## src/rtl/seq_detect_pkg.sv

```systemverilog
// Shared definitions for the serial sequence-detector scheduler.
package seq_detect_pkg;

  typedef enum logic [2:0] {
    ST_IDLE  = 3'd0,
    ST_CLR   = 3'd1,
    ST_SHIFT = 3'd2,
    ST_DRAIN = 3'd3,
    ST_DONE  = 3'd4
  } state_e;

  function automatic int clog2(input int value);
    int r;
    int v;
    r = 0;
    v = value - 1;
    while (v > 0) begin
      r++;
      v = v >> 1;
    end
    return r;
  endfunction

endpackage

```

## src/rtl/rr_arb2.sv

```systemverilog
// Two-way round-robin arbiter; rr_ptr names the requester preferred on a tie.
module rr_arb2 (
  input  logic       clk,
  input  logic       reset_n,
  input  logic [1:0] req,
  input  logic       upd,
  output logic [1:0] win
);

  logic rr_ptr_q;
  logic rr_ptr_d;

  always_comb begin
    win = req;
    if (req == 2'b11) begin
      win = rr_ptr_q ? 2'b10 : 2'b01;
    end
  end

  // After a grant the other requester becomes preferred.
  always_comb begin
    rr_ptr_d = rr_ptr_q;
    if (upd && (win != 2'b00)) begin
      rr_ptr_d = win[0];
    end
  end

  always_ff @(posedge clk or negedge reset_n) begin
    if (!reset_n) begin
      rr_ptr_q <= 1'b0;
    end else begin
      rr_ptr_q <= rr_ptr_d;
    end
  end

endmodule

```

## src/rtl/seq_detect_sched.sv

```systemverilog
// Shares one serial Moore detector between two word requesters: arbitrate, clear,
// shift the word MSB first, count det_out samples and report the count with the id.
//
//  state    | meaning
//  ST_IDLE  | detector held in reset, waiting for a request
//  ST_CLR   | grant pulse, detector still in reset, count cleared
//  ST_SHIFT | one word bit per cycle on det_in, MSB first
//  ST_DRAIN | det_in low, collects the sample for the last bit
//  ST_DONE  | done pulse with match_cnt/done_id
module seq_detect_sched
  import seq_detect_pkg::*;
#(
  parameter int WIDTH = 8,
  parameter int CNT_W = 4
) (
  input  logic             clk,
  input  logic             reset_n,
  input  logic [1:0]       req,
  input  logic [WIDTH-1:0] data0,
  input  logic [WIDTH-1:0] data1,
  output logic [1:0]       gnt,
  output logic             busy,
  output logic             det_reset,
  output logic             det_in,
  input  logic             det_out,
  output logic             done,
  output logic             done_id,
  output logic [CNT_W-1:0] match_cnt
);

  localparam int IDX_W = (clog2(WIDTH) > 1) ? clog2(WIDTH) : 1;
  localparam logic [IDX_W-1:0] IDX_LAST = IDX_W'(WIDTH - 1);

  if (WIDTH < 2) begin : g_width_chk
    $error("seq_detect_sched: WIDTH must be at least 2");
  end
  if (clog2(WIDTH + 1) > CNT_W) begin : g_cnt_chk
    $error("seq_detect_sched: CNT_W too narrow to hold WIDTH matches");
  end

  state_e           state_q, state_d;
  logic [WIDTH-1:0] shreg_q, shreg_d;
  logic             id_q, id_d;
  logic [IDX_W-1:0] idx_q, idx_d;
  logic [CNT_W-1:0] cnt_q, cnt_d;
  logic [1:0]       gnt_q, gnt_d;
  logic             busy_q, busy_d;
  logic             det_reset_q, det_reset_d;
  logic             det_in_q, det_in_d;
  logic             done_q, done_d;
  logic             done_id_q, done_id_d;
  logic [CNT_W-1:0] match_cnt_q, match_cnt_d;

  logic       arb_upd;
  logic [1:0] arb_win;

  rr_arb2 u_arb (
    .clk     (clk),
    .reset_n (reset_n),
    .req     (req),
    .upd     (arb_upd),
    .win     (arb_win)
  );

  always_comb begin
    state_d = state_q;
    shreg_d = shreg_q;
    id_d    = id_q;
    idx_d   = idx_q;
    cnt_d   = cnt_q;
    arb_upd = 1'b0;
    case (state_q)
      ST_IDLE: begin
        if (req != 2'b00) begin
          arb_upd = 1'b1;
          id_d    = arb_win[1];
          shreg_d = arb_win[1] ? data1 : data0;
          cnt_d   = '0;
          state_d = ST_CLR;
        end
      end
      ST_CLR: begin
        idx_d   = IDX_LAST;
        state_d = ST_SHIFT;
      end
      ST_SHIFT: begin
        // The first shift cycle sees only the cleared detector, so it is not sampled.
        if ((idx_q != IDX_LAST) && det_out) begin
          cnt_d = cnt_q + 1'b1;
        end
        if (idx_q == '0) begin
          state_d = ST_DRAIN;
        end else begin
          idx_d = idx_q - 1'b1;
        end
      end
      ST_DRAIN: begin
        if (det_out) begin
          cnt_d = cnt_q + 1'b1;
        end
        state_d = ST_DONE;
      end
      ST_DONE: state_d = ST_IDLE;
      default: state_d = ST_IDLE;
    endcase

    if (state_d == ST_SHIFT) begin
      shreg_d = shreg_q << 1;
    end

    gnt_d       = arb_upd ? arb_win : 2'b00;
    busy_d      = (state_d != ST_IDLE);
    det_reset_d = (state_d == ST_IDLE) || (state_d == ST_CLR);
    det_in_d    = (state_d == ST_SHIFT) && shreg_q[WIDTH-1];
    done_d      = (state_d == ST_DONE);
    match_cnt_d = done_d ? cnt_d : match_cnt_q;
    done_id_d   = done_d ? id_q : done_id_q;
  end

  always_ff @(posedge clk or negedge reset_n) begin
    if (!reset_n) begin
      state_q     <= ST_IDLE;
      shreg_q     <= '0;
      id_q        <= 1'b0;
      idx_q       <= '0;
      cnt_q       <= '0;
      gnt_q       <= 2'b00;
      busy_q      <= 1'b0;
      det_reset_q <= 1'b1;
      det_in_q    <= 1'b0;
      done_q      <= 1'b0;
      done_id_q   <= 1'b0;
      match_cnt_q <= '0;
    end else begin
      state_q     <= state_d;
      shreg_q     <= shreg_d;
      id_q        <= id_d;
      idx_q       <= idx_d;
      cnt_q       <= cnt_d;
      gnt_q       <= gnt_d;
      busy_q      <= busy_d;
      det_reset_q <= det_reset_d;
      det_in_q    <= det_in_d;
      done_q      <= done_d;
      done_id_q   <= done_id_d;
      match_cnt_q <= match_cnt_d;
    end
  end

  assign gnt       = gnt_q;
  assign busy      = busy_q;
  assign det_reset = det_reset_q;
  assign det_in    = det_in_q;
  assign done      = done_q;
  assign done_id   = done_id_q;
  assign match_cnt = match_cnt_q;

endmodule
```

## config.mk

```make
export PLATFORM = sky130hd
export DESIGN_NAME = seq_detect_sched
export DESIGN_NICKNAME = d
export VERILOG_FILES = /design/src/rtl/seq_detect_pkg.sv /design/src/rtl/rr_arb2.sv /design/src/rtl/seq_detect_sched.sv
export SDC_FILE = /design/constraint.sdc
export NUM_CORES = 1
export LEC_CHECK = 0
export BUFFER_PORTS_ARGS = -buffer_cell sky130_fd_sc_hd__clkbuf_2
export CORE_ASPECT_RATIO = 0.6
export CORE_UTILIZATION = 35
export CTS_CLUSTER_SIZE = 14
export DETAILED_ROUTE_END_ITERATION = 10
export GPL_TIMING_DRIVEN = 1
export HOLD_SLACK_MARGIN = 0.12
export REMOVE_ABC_BUFFERS = 1
export SLEW_MARGIN = 20
export SYNTH_ARGS = -nofsm -noshare
export SYNTH_HDL_FRONTEND = slang
export SYNTH_SLANG_ARGS = --single-unit
```

## constraint.sdc

```tcl
create_clock -name clk -period 4.3 [get_ports clk]
set_clock_uncertainty 0.15 [all_clocks]
set_input_delay 0.645 -clock clk [delete_from_list [all_inputs] [get_ports clk]]
set_output_delay 0.645 -clock clk [all_outputs]
set_load 0.01 [all_outputs]
```

==> results.cfg <==
[routing]
post-route-drc-count = 0
ant_nets = 0
routed_wl_um = 2930
drt_iter0_drc = 86
post_drt_wl_per_cell_um = 13.2
vias = 1114
drt-vias-per-instance = 5.00
drt-pass1-iter-count = 4

[sta]
maxSlewHeadroom_pct = 49.5
setup_slack_ps = 2410
timing.hold.ws_ps = 279
grt_setup_unrepaired = no
max_freq_mhz = 530
slew_viol_final = 0
fin_crit_sh_pct = 43.8
setup_viol = 0
fin_crit_ps = 1890
finalHoldViolCount = 0
tns_ps = 0
worst-slew-pin-transition_ps = 758

[synth]
netlist.top_cell.by_area = dfrtp_1
async_reset_ff_share_pct = 100
ys_ff_latch = 31
ys.flop_type = dfrtp_1
postSynthCellCount = 135
synth_top_area_share_pct = 50.5
yosys-top-cells-area = dfrtp_1, a221o_1, a22o_1
ys_seq_area_share_pct = 52.3
synth_edf_count = 0
synthesis.area_um2 = 1490
ys_warn_count = 0
avgSynthCellArea_um2 = 11.0
ys_types = 40

[worst_setup_path]
r2r_start = state_q[2]
r2r-end = shreg_q[1]
crit_path_start_kind = register
r2r_slack_ps = 2410
cp-end-kind = register
reg2regPathDepth = 4
path_class = reg -> reg
cp_data_required_time_ps = 4310
arrival_ps = 1900
cp_max_fo = 11

[place]
hpwl_um = 2120
placed_cells = 216
dpl_worst_slack_ps = 2380
placed_area_um2 = 1670
gp_congestion = 0.730
io_buffers = 31

[floorplanning]
io_pins = 32
start_util_pct = 38.4
rows = 17
die_area_um2 = 4520
die_x_um = 86.1
core_um2 = 3870
fp.dieH_um = 52.5

[global_routing]
track_usage_pct = 14.2
grt_pass1_wl_um = 4730
grt_pass1_vias = 1046
grt_max_degree = 32
gr-total-overflow = 0
antenna_found_initial = 0

[final_layout]
design_area_um2 = 1750
nets = 191
drive_gt1_share_pct = 28.3
layout.cells.non_filler = 223
antenna_cells = 0
fin_util_pct = 45.3
syn_to_final_growth_pct = 18.0

[cts]
cts_setup_buffers = 0
clock_sinks = 31
clock_path_buffers = 2
cts_root_buffer = clkbuf_8
cts_tree = yes
cts_made_buffers = 5
clock_latency_ps = 280
htreeDepth = 2
cts_resized = 0
path_clk_slew_ps = 60
cts_hold_buf = 0

[run_status]
status = finished, final reports clean

[power]
ir_worst_vdd_v = 0.000278
total_leakage_power_nw = 0.873
powerDensity_nw_per_um2 = 702
total_power_mw = 1.23

[hold_path]
hp-class = in -> async

[job]
maxCapViolCount = 0
[worst max-delay path by stage]
stage	slack, ps	start	cells past startpoint	endpoint
global route	2320	state_q[2]	4	shreg_q[1]
detailed placement	2380	req[1]	5	shreg_q[3]
global placement	2420	req[1]	5	shreg_q[7]
floorplan	2620	req[1]	4	shreg_q[1]
finish	2410	state_q[2]	4	shreg_q[1]
CTS	2420	state_q[2]	4	shreg_q[1]
[layout make-up]
| type | count | area [um2] |
|---|---|---|
| Clock inverter | 1 | 5.00 |
| Inverter | 6 | 22.5 |
| Multi-Input combinational cell | 91 | 641 |
| Fill cell | 384 | 2120 |
| Sequential cell | 31 | 777 |
| Clock buffer | 6 | 82.6 |
| Timing Repair Buffer | 31 | 155 |
| Tap cell | 57 | 71.3 |
[registers in the layout (all words and copies together) (netlist names)]
signal and count:
done_id 1, busy 1, cnt_q 4, det_reset 1
state_q 3, match_cnt 4, id_q 1, done 1
det_in 1, idx_q 3, shreg_q 8, gnt 2
u_arb.rr_ptr_q 1
[critical path, stage by stage (launching register included)]
cell and delay (ps):
dfrtp_1 630, nor3_2 120, and3_1 320, a22o_1 290, a221o_1 260
[layout by cell type (no fill, tap or decap), types with 2 or more instances in the layout]
| cell | instances |
|---|---|
| ha_1 | 4 |
| nand3_1 | 4 |
| nor2_1 | 7 |
| a21oi_1 | 4 |
| nand2b_1 | 4 |
| dfrtp_1 | 30 |
| a2bb2oi_1 | 2 |
| mux2i_1 | 3 |
| a22o_1 | 8 |
| and3_1 | 3 |
| a221o_1 | 7 |
| xor2_1 | 2 |
| a31oi_1 | 2 |
| nand2_1 | 14 |
| clkbuf_8 | 6 |
| o211ai_1 | 2 |
| o21ai_0 | 8 |
| inv_1 | 5 |
| clkbuf_2 | 31 |
[cell usage after synthesis, types with 2 or more instances]
cell type,count
inv_1,5
o21ai_0,8
clkbuf_1,2
buf_4,3
and3_1,3
a31oi_1,2
nand2b_1,4
a221o_1,7
dfrtp_1,30
nand2_1,14
nor2_1,7
mux2i_1,3
nand3_1,4
a21oi_1,4
a2bb2oi_1,2
o211ai_1,2
ha_1,4
xor2_1,2
a22o_1,8
[power by group]
part	leakage, nW	switching [mW]	internal, mW
logic	0.443	0.250	0.232
clock network	0.0470	0.101	0.125
registers	0.384	0.108	0.415
total	0.873	0.459	0.773
[kinds of logic after synthesis]
family,Yosys count,synth area share [%]
buffers and inverters,13,4.63
flip-flops,31,52.3
adder cells (fa/ha/maj),4,3.37
XOR/XNOR,3,1.77
AO/OA/AOI/OAI,40,21.4
multiplexers,4,2.78
AND/OR/NAND/NOR,40,13.8
[layer usage]
| metal | share of wire (%) | global-route usage, % |
|---|---|---|
| met3 | 4.6 | 5.67 |
| met4 | 1.3 | 5.56 |
| met5 | 0 | 0 |
| met2 | 43 | 20.0 |
| met1 | 51 | 19.5 |
Power figures use the tool's default switching activity.
